**config.mk**
```make
export PLATFORM = sky130hd
export DESIGN_NAME = mips_muldiv_unit_flat
export DESIGN_NICKNAME = d
export VERILOG_FILES = /design/src/rtl/mips_muldiv_unit_if.sv /design/src/rtl/mips_muldiv_unit.sv /design/src/flat_wrapper.sv
export SDC_FILE = /design/constraint.sdc
export NUM_CORES = 1
export LEC_CHECK = 0
export ABC_AREA = 1
export BUFFER_PORTS_ARGS = -buffer_cell sky130_fd_sc_hd__buf_2
export CAP_MARGIN = 20
export CORE_MARGIN = 2
export CORE_UTILIZATION = 42
export CTS_CLUSTER_SIZE = 8
export DETAILED_ROUTE_END_ITERATION = 8
export PLACE_DENSITY_LB_ADDON = 0.1
export SLEW_MARGIN = 20
export SYNTH_ARGS = -nofsm -noshare
export SYNTH_HDL_FRONTEND = slang
export SYNTH_SLANG_ARGS = --single-unit
export TNS_END_PERCENT = 1
```
**constraint.sdc**
```tcl
create_clock -name clk -period 2.53 [get_ports clk]
set_input_delay 0.1265 -clock clk [delete_from_list [all_inputs] [get_ports clk]]
set_output_delay 0.1265 -clock clk [all_outputs]
set_load 0.005 [all_outputs]
```
**src/rtl/mips_muldiv_unit_if.sv**
```systemverilog
// Request/response bundle between the execute stage and the HI/LO multiply/divide unit.
interface mips_muldiv_unit_if #(
  parameter int unsigned WIDTH = 32
);
  logic             start;
  logic [5:0]       funct;
  logic [WIDTH-1:0] rs_value;
  logic [WIDTH-1:0] rt_value;
  logic             busy;
  logic             done;
  logic [WIDTH-1:0] result;
  logic [WIDTH-1:0] hi;
  logic [WIDTH-1:0] lo;
  logic             div_by_zero;

  modport master (
    output start, funct, rs_value, rt_value,
    input  busy, done, result, hi, lo, div_by_zero
  );

  modport slave (
    input  start, funct, rs_value, rt_value,
    output busy, done, result, hi, lo, div_by_zero
  );
endinterface

```
**src/rtl/mips_muldiv_unit.sv**
```systemverilog
// Iterative MIPS HI/LO unit: shift-add multiply and restoring divide, one bit per clock,
// plus the single-cycle MFHI/MFLO/MTHI/MTLO moves.
module mips_muldiv_unit #(
  parameter int unsigned WIDTH = 32,
  parameter int unsigned CNT_W = 6
) (
  input logic              clk,
  input logic              reset_n,
  mips_muldiv_unit_if.slave bus
);

  localparam logic [5:0] FnMfhi  = 6'h10;
  localparam logic [5:0] FnMthi  = 6'h11;
  localparam logic [5:0] FnMflo  = 6'h12;
  localparam logic [5:0] FnMtlo  = 6'h13;
  localparam logic [5:0] FnMult  = 6'h18;
  localparam logic [5:0] FnMultu = 6'h19;
  localparam logic [5:0] FnDiv   = 6'h1A;
  localparam logic [5:0] FnDivu  = 6'h1B;

  typedef enum logic [1:0] {StIdle, StMul, StDiv, StFix} state_e;

  state_e               state_q, state_d;
  logic [CNT_W-1:0]     cnt_q, cnt_d;
  // Multiply: {partial product, remaining multiplier}. Divide: {remainder, dividend/quotient}.
  logic [2*WIDTH-1:0]   acc_q, acc_d;
  logic [WIDTH-1:0]     opb_q, opb_d;       // multiplicand or divisor
  logic                 sign_q, sign_d;     // negate product / quotient
  logic                 sign_r_q, sign_r_d; // negate remainder
  logic                 div_q, div_d;
  logic                 zero_q, zero_d;     // divisor was zero
  logic [WIDTH-1:0]     hi_q, hi_d;
  logic [WIDTH-1:0]     lo_q, lo_d;
  logic [WIDTH-1:0]     result_q, result_d;
  logic                 done_q, done_d;
  logic                 dbz_q, dbz_d;

  logic                 is_signed;
  logic [WIDTH-1:0]     a_op, b_op;
  logic [WIDTH:0]       mul_sum, rem_shift, rem_sub;
  logic [2*WIDTH-1:0]   prod;

  // Next-state, datapath iteration and result write-back.
  always_comb begin
    state_d   = state_q;
    cnt_d     = cnt_q;
    acc_d     = acc_q;
    opb_d     = opb_q;
    sign_d    = sign_q;
    sign_r_d  = sign_r_q;
    div_d     = div_q;
    zero_d    = zero_q;
    hi_d      = hi_q;
    lo_d      = lo_q;
    result_d  = result_q;
    done_d    = 1'b0;
    dbz_d     = dbz_q;
    is_signed = (bus.funct == FnMult) || (bus.funct == FnDiv);
    a_op      = (is_signed && bus.rs_value[WIDTH-1]) ? -bus.rs_value : bus.rs_value;
    b_op      = (is_signed && bus.rt_value[WIDTH-1]) ? -bus.rt_value : bus.rt_value;
    mul_sum   = {1'b0, acc_q[2*WIDTH-1:WIDTH]} + (acc_q[0] ? {1'b0, opb_q} : '0);
    rem_shift = {acc_q[2*WIDTH-1:WIDTH], acc_q[WIDTH-1]};
    rem_sub   = rem_shift - {1'b0, opb_q};
    prod      = sign_q ? -acc_q : acc_q;

    case (state_q)
      StIdle: begin
        if (bus.start) begin
          case (bus.funct)
            FnMult, FnMultu: begin
              acc_d    = {{WIDTH{1'b0}}, b_op};
              opb_d    = a_op;
              sign_d   = is_signed & (bus.rs_value[WIDTH-1] ^ bus.rt_value[WIDTH-1]);
              sign_r_d = 1'b0;
              div_d    = 1'b0;
              zero_d   = 1'b0;
              cnt_d    = '0;
              state_d  = StMul;
            end
            FnDiv, FnDivu: begin
              acc_d    = {{WIDTH{1'b0}}, a_op};
              opb_d    = b_op;
              sign_d   = is_signed & (bus.rs_value[WIDTH-1] ^ bus.rt_value[WIDTH-1]);
              sign_r_d = is_signed & bus.rs_value[WIDTH-1];
              div_d    = 1'b1;
              zero_d   = (bus.rt_value == '0);
              cnt_d    = '0;
              state_d  = StDiv;
            end
            FnMthi: begin
              hi_d   = bus.rs_value;
              done_d = 1'b1;
              dbz_d  = 1'b0;
            end
            FnMtlo: begin
              lo_d   = bus.rs_value;
              done_d = 1'b1;
              dbz_d  = 1'b0;
            end
            FnMfhi: begin
              result_d = hi_q;
              done_d   = 1'b1;
              dbz_d    = 1'b0;
            end
            FnMflo: begin
              result_d = lo_q;
              done_d   = 1'b1;
              dbz_d    = 1'b0;
            end
            default: ;
          endcase
        end
      end
      StMul: begin
        acc_d = {mul_sum, acc_q[WIDTH-1:1]};
        cnt_d = cnt_q + CNT_W'(1);
        if (cnt_q == CNT_W'(WIDTH - 1)) state_d = StFix;
      end
      StDiv: begin
        // A clear borrow bit means the shifted remainder covers the divisor.
        if (!rem_sub[WIDTH]) begin
          acc_d = {rem_sub[WIDTH-1:0], acc_q[WIDTH-2:0], 1'b1};
        end else begin
          acc_d = {rem_shift[WIDTH-1:0], acc_q[WIDTH-2:0], 1'b0};
        end
        cnt_d = cnt_q + CNT_W'(1);
        if (cnt_q == CNT_W'(WIDTH - 1)) state_d = StFix;
      end
      StFix: begin
        if (div_q) begin
          // With a zero divisor every step subtracts nothing, so the remainder ends up as |A|;
          // the remainder sign fix then restores rs_value exactly.
          lo_d  = zero_q ? '1 : (sign_q ? -acc_q[WIDTH-1:0] : acc_q[WIDTH-1:0]);
          hi_d  = sign_r_q ? -acc_q[2*WIDTH-1:WIDTH] : acc_q[2*WIDTH-1:WIDTH];
          dbz_d = zero_q;
        end else begin
          hi_d  = prod[2*WIDTH-1:WIDTH];
          lo_d  = prod[WIDTH-1:0];
          dbz_d = 1'b0;
        end
        done_d  = 1'b1;
        state_d = StIdle;
      end
      default: state_d = StIdle;
    endcase
  end

  // State and architectural registers; reset aborts any operation in flight.
  always_ff @(posedge clk or negedge reset_n) begin
    if (!reset_n) begin
      state_q  <= StIdle;
      cnt_q    <= '0;
      acc_q    <= '0;
      opb_q    <= '0;
      sign_q   <= 1'b0;
      sign_r_q <= 1'b0;
      div_q    <= 1'b0;
      zero_q   <= 1'b0;
      hi_q     <= '0;
      lo_q     <= '0;
      result_q <= '0;
      done_q   <= 1'b0;
      dbz_q    <= 1'b0;
    end else begin
      state_q  <= state_d;
      cnt_q    <= cnt_d;
      acc_q    <= acc_d;
      opb_q    <= opb_d;
      sign_q   <= sign_d;
      sign_r_q <= sign_r_d;
      div_q    <= div_d;
      zero_q   <= zero_d;
      hi_q     <= hi_d;
      lo_q     <= lo_d;
      result_q <= result_d;
      done_q   <= done_d;
      dbz_q    <= dbz_d;
    end
  end

  assign bus.busy        = (state_q != StIdle);
  assign bus.done        = done_q;
  assign bus.result      = result_q;
  assign bus.hi          = hi_q;
  assign bus.lo          = lo_q;
  assign bus.div_by_zero = dbz_q;

endmodule

```
**src/flat_wrapper.sv**
```systemverilog
// flat-port wrapper written by rule: the top's interface ports become plain ports
module mips_muldiv_unit_flat 
#(
  parameter int unsigned WIDTH = 32,
  parameter int unsigned CNT_W = 6
)
  (clk, reset_n, bus_start, bus_funct, bus_rs_value, bus_rt_value, bus_busy, bus_done, bus_result, bus_hi, bus_lo, bus_div_by_zero);
  mips_muldiv_unit_if #(.WIDTH(WIDTH)) bus_i ();
  input logic clk;
  input logic reset_n;
  input wire logic [$bits(bus_i.start)-1:0] bus_start;
  input wire logic [$bits(bus_i.funct)-1:0] bus_funct;
  input wire logic [$bits(bus_i.rs_value)-1:0] bus_rs_value;
  input wire logic [$bits(bus_i.rt_value)-1:0] bus_rt_value;
  output wire logic [$bits(bus_i.busy)-1:0] bus_busy;
  output wire logic [$bits(bus_i.done)-1:0] bus_done;
  output wire logic [$bits(bus_i.result)-1:0] bus_result;
  output wire logic [$bits(bus_i.hi)-1:0] bus_hi;
  output wire logic [$bits(bus_i.lo)-1:0] bus_lo;
  output wire logic [$bits(bus_i.div_by_zero)-1:0] bus_div_by_zero;
  assign bus_i.start = bus_start;
  assign bus_i.funct = bus_funct;
  assign bus_i.rs_value = bus_rs_value;
  assign bus_i.rt_value = bus_rt_value;
  assign bus_busy = bus_i.busy;
  assign bus_done = bus_i.done;
  assign bus_result = bus_i.result;
  assign bus_hi = bus_i.hi;
  assign bus_lo = bus_i.lo;
  assign bus_div_by_zero = bus_i.div_by_zero;
  mips_muldiv_unit #(.WIDTH(WIDTH), .CNT_W(CNT_W)) u_core (.clk(clk), .reset_n(reset_n), .bus(bus_i));
endmodule
```
==> insert_results.sql <==
INSERT INTO impl_metrics (metric_group, metric, value, unit) VALUES
('outcome', 'run_status', 'finished, violations left', ''),
('outcome', 'violations', 'hold timing, setup timing', ''),
('pwr', 'p_comb_share', '67.3', '%'),
('clocking', 'cts-root-to-sink-buffers', '3', ''),
('sta', 'finalClockSkew', '0.0423', 'ns'),
('global_route', 'grt_usage', '39.4', '%'),
('setup_path', 'rr_endpoint', 'u_core.acc_q[56]', ''),
('setup_path', 'slowest_stage', 'sky130_fd_sc_hd__dfrtp_2', ''),
('global_route', 'grt_max_degree', '87', ''),
('setup_path', 'worst-setup-path-type', 'reg -> reg', ''),
('yosys', 'synth_ff_type', 'sky130_fd_sc_hd__dfrtp_1', ''),
('place', 'placed_cell_area', '23100', 'µm²'),
('drt', 'vias_per_cell', '5.83', ''),
('global_route', 'number_of_antenna_violations_at_the_first_check_in_global_routing', '2', ''),
('sta', 'setup_violations', '2', ''),
('die', 'top_level_ports', '172', ''),
('sta', 'final.hold.worst_slack', '-0.00109', 'ns'),
('yosys', 'syn-cell-area', '19800', 'µm²'),
('setup_path', 'cp_common_cell', 'sky130_fd_sc_hd__nand2_1', ''),
('drt', 'initialDrtViolationCount', '3439', ''),
('place', 'place.port_buffers', '171', ''),
('die', 'floorplan.die_area', '49000', 'µm²'),
('worst_hold_path', 'hp-start', 'bus_rt_value[5]', ''),
('setup_path', 'worst_setup_path_end_kind', 'flop', ''),
('die', 'fp.coreArea', '46600', 'µm²'),
('drt', 'routed_wire_length_per_instance', '23.5', 'µm'),
('die', 'floorplan.rows', '79', ''),
('place', 'pre_cts_ws', '-0.483', 'ns'),
('setup_path', 'crit_path_cell_trace', 'buf_12, nand2_1, inv_1, ha_1, buf_4, nand2_1, nor2_4, nand2_1, nor2_1, nand2_1, nand3_1, nand2_1, nand3_1, nand2_1, nand2_1, nand2_1', ''),
('finish', 'finalInstanceArea', '25100', 'µm²'),
('run', 'maxCapViolCount', '0', ''),
('sta', 'max_freq', '389', 'MHz'),
('finish', 'area_overhead_vs_synth', '26.7', '%'),
('yosys', 'async_reset_ff_share', '100', '%'),
('global_route', 'grt_pass1_wl', '146000', 'µm'),
('worst_hold_path', 'worst_hold_path_stage_count', '4', ''),
('finish', 'num-nets-final', '3818', ''),
('yosys', 'post_synth_inst_count', '3280', ''),
('drt', 'detail_route.first_pass.iterations', '7', ''),
('setup_path', 'start_kind', 'flop', ''),
('die', 'floorplan.die.height', '221', 'µm'),
('place', 'globalplace.congestion', '1.06', ''),
('drt', 'vias', '25000', ''),
('clocking', 'cts_tree', 'yes', ''),
('clocking', 'clkLatencyLatePin', '0.61', 'ns'),
('setup_path', 'critical_path_buf_inv_count', '3', ''),
('yosys', 'post_synthesis_mean_instance_area', '6.05', 'µm²'),
('finish', 'multi_input_comb_area', '13400', 'µm²'),
('setup_path', 'timing.critical_path.fanout_max', '22', ''),
('sta', 'grt_setup_unrepaired', 'true', ''),
('yosys', 'post-synth-top-area-cell', 'sky130_fd_sc_hd__dfrtp_1', ''),
('sta', 'setup_slack', '-0.0403', 'ns'),
('die', 'floorplan.initialDensity', '42.6', '%'),
('setup_path', 'crit_arrival', '3.04', 'ns'),
('global_route', 'first_global_vias', '23000', ''),
('sta', 'hold_viol_final', '1', ''),
('pwr', 'p_sw_share', '53.6', '%'),
('drt', 'postRouteWirelength', '101000', 'µm'),
('sta', 'slew_headroom', '49.9', '%'),
('sta', 'final.min_clock_period', '2.57', 'ns'),
('clocking', 'clk_transition_reported_paths', '0.05', 'ns'),
('place', 'hpwl', '81000', 'µm'),
('clocking', 'clock-sinks', '206', ''),
('setup_path', 'worstPathRequired', '3.00', 'ns'),
('drt', 'route.detailed.drc', '0', ''),
('setup_path', 'path_delay_family', 'simple AND/OR/NAND/NOR gates', ''),
('yosys', 'synth.distinct_cells', '53', ''),
('worst_hold_path', 'whs_endpoint', 'u_core.opb_q[5]', ''),
('clocking', 'clock_tree.root_cell', 'sky130_fd_sc_hd__clkbuf_16', ''),
('finish', 'layout.filler_cells', '4758', ''),
('sta', 'worst_slew_pin_slew', '0.745', 'ns');
## registers in the layout, indices dropped and copies added (netlist names)
register / cells
u_core.acc_q: 64
u_core.bus.div_by_zero: 1
u_core.bus.done: 1
u_core.bus.hi: 32
u_core.bus.lo: 32
u_core.bus.result: 32
u_core.cnt_q: 6
u_core.div_q: 1
u_core.opb_q: 32
u_core.sign_q: 1
u_core.sign_r_q: 1
u_core.state_q: 2
u_core.zero_q: 1
## layout make-up
| class | count | share of cell area (%) |
|---|---|---|
| Timing Repair Buffer | 467 | 13.5 |
| Clock inverter | 3 | 0.319 |
| Inverter | 404 | 6.03 |
| Clock buffer | 38 | 3.31 |
| Sequential cell | 206 | 20.7 |
| Multi-Input combinational cell | 2559 | 53.2 |
| Tap cell | 607 | 3.02 |
## worst max path at each step
stage | end | cells after the start | slack [ns] | start
after global placement | u_core.acc_q[39] | 13 | -0.46 | u_core.acc_q[0]
after global routing | u_core.acc_q[62] | 15 | -0.15 | u_core.acc_q[39]
final | u_core.acc_q[56] | 16 | -0.04 | u_core.acc_q[0]
after floorplan | u_core.acc_q[61] | 19 | 0.03 | u_core.acc_q[0]
after detailed placement | u_core.acc_q[39] | 13 | -0.48 | u_core.acc_q[0]
after CTS | u_core.acc_q[55] | 16 | -0.02 | u_core.acc_q[0]
## worst min-delay path, delay by kind of cell
family,cells,cell delay (ns)
compound gates,1,0.08
xor+xnor,1,0.14
buf+inv,1,0.11
simple gates,1,0.09
## cells in the final DEF (no fill, tap or decap), drive strengths merged, types with 3 or more instances in the layout
cell         count
nand2         1009
buf            442
nor2           436
inv            402
nand3          293
o21ai          223
dfrtp          206
a21oi          152
ha              74
xor2            57
nand4           44
o211ai          38
nor3            38
clkbuf          38
o22ai           31
o221ai          28
dlygate4sd3     25
nand3b          22
o21bai          19
or2             12
a31oi           12
a22oi           11
and2             9
a21o             8
xnor2            7
o22a             7
nor4             6
o21a             5
o31ai            5
clkinv           3
o32a             3
## cell families after synthesis
logic type / share of synthesized area [%]
and+or+nand+nor: 40.0
buffers and inverters: 10.2
AOI/OAI and AO/OA: 16.1
DFF: 26.0
xor gates and xnor gates: 2.82
muxes: 0.0567
adders and majority gates: 4.87
## cells in the mapped netlist, types with 11 or more instances
cell and number:
sky130_fd_sc_hd__buf_2 34, sky130_fd_sc_hd__o21bai_1 19, sky130_fd_sc_hd__nand2_2 33, sky130_fd_sc_hd__o21ai_0 204, sky130_fd_sc_hd__a22oi_1 11, sky130_fd_sc_hd__or2_2 11, sky130_fd_sc_hd__nor3_1 37, sky130_fd_sc_hd__inv_1 390
sky130_fd_sc_hd__nand4_1 44, sky130_fd_sc_hd__o22ai_1 31, sky130_fd_sc_hd__a21oi_1 150, sky130_fd_sc_hd__ha_1 74, sky130_fd_sc_hd__dfrtp_1 206, sky130_fd_sc_hd__o21ai_1 15, sky130_fd_sc_hd__nor2_1 421, sky130_fd_sc_hd__xor2_1 57
sky130_fd_sc_hd__nand3_1 286, sky130_fd_sc_hd__nand3b_1 22, sky130_fd_sc_hd__a31oi_1 12, sky130_fd_sc_hd__o221ai_1 28, sky130_fd_sc_hd__nand2_1 971, sky130_fd_sc_hd__inv_2 11, sky130_fd_sc_hd__clkbuf_1 62, sky130_fd_sc_hd__o211ai_1 38
## repair_timing
item                                    in CTS  in global routing
gates resized for setup                     38                166
hold buffers                                25                  0
endpoints found under the setup margin      32                 51
pin swaps                                    1                 16
setup buffers                                2                 13
endpoints found under the hold margin       88                  0
## power groups by stage
stage	sequential [mW]	clock (mW)	combinational [mW]
finish	6.38	4.18	21.7
global route	6.44	4.27	23.4
CTS	6.29	4.18	19.9
detailed placement	6.34	0	19.6
global placement	6.30	0	19.5
floorplan	5.64	0	11.8
## routing by layer
metal | wire length [µm] | share of wire, % | GRT usage [%]
met1 | 42400 | 42 | 56.9
met2 | 40500 | 40 | 55.5
met3 | 12700 | 13 | 9.92
met4 | 4840 | 4.8 | 16.2
met5 | 26 | 0.026 | 0
## metrics by stage
stage               std cells  setup TNS [ns]  power (mW)  utilization, %  hold WS (ns)
global route             4284           -1.84        34.1            54.0        0.0235
floorplan                3280               0        17.4               -        -0.169
CTS                      4271         -0.0320        30.3            52.3     0.0000447
detailed placement       4203           -5.53        25.9            49.6         0.153
finish                   4284         -0.0526        32.3            54.0      -0.00109
global placement         4203           -4.13        25.8            49.6         0.159
(Power assumes the default switching activity.)
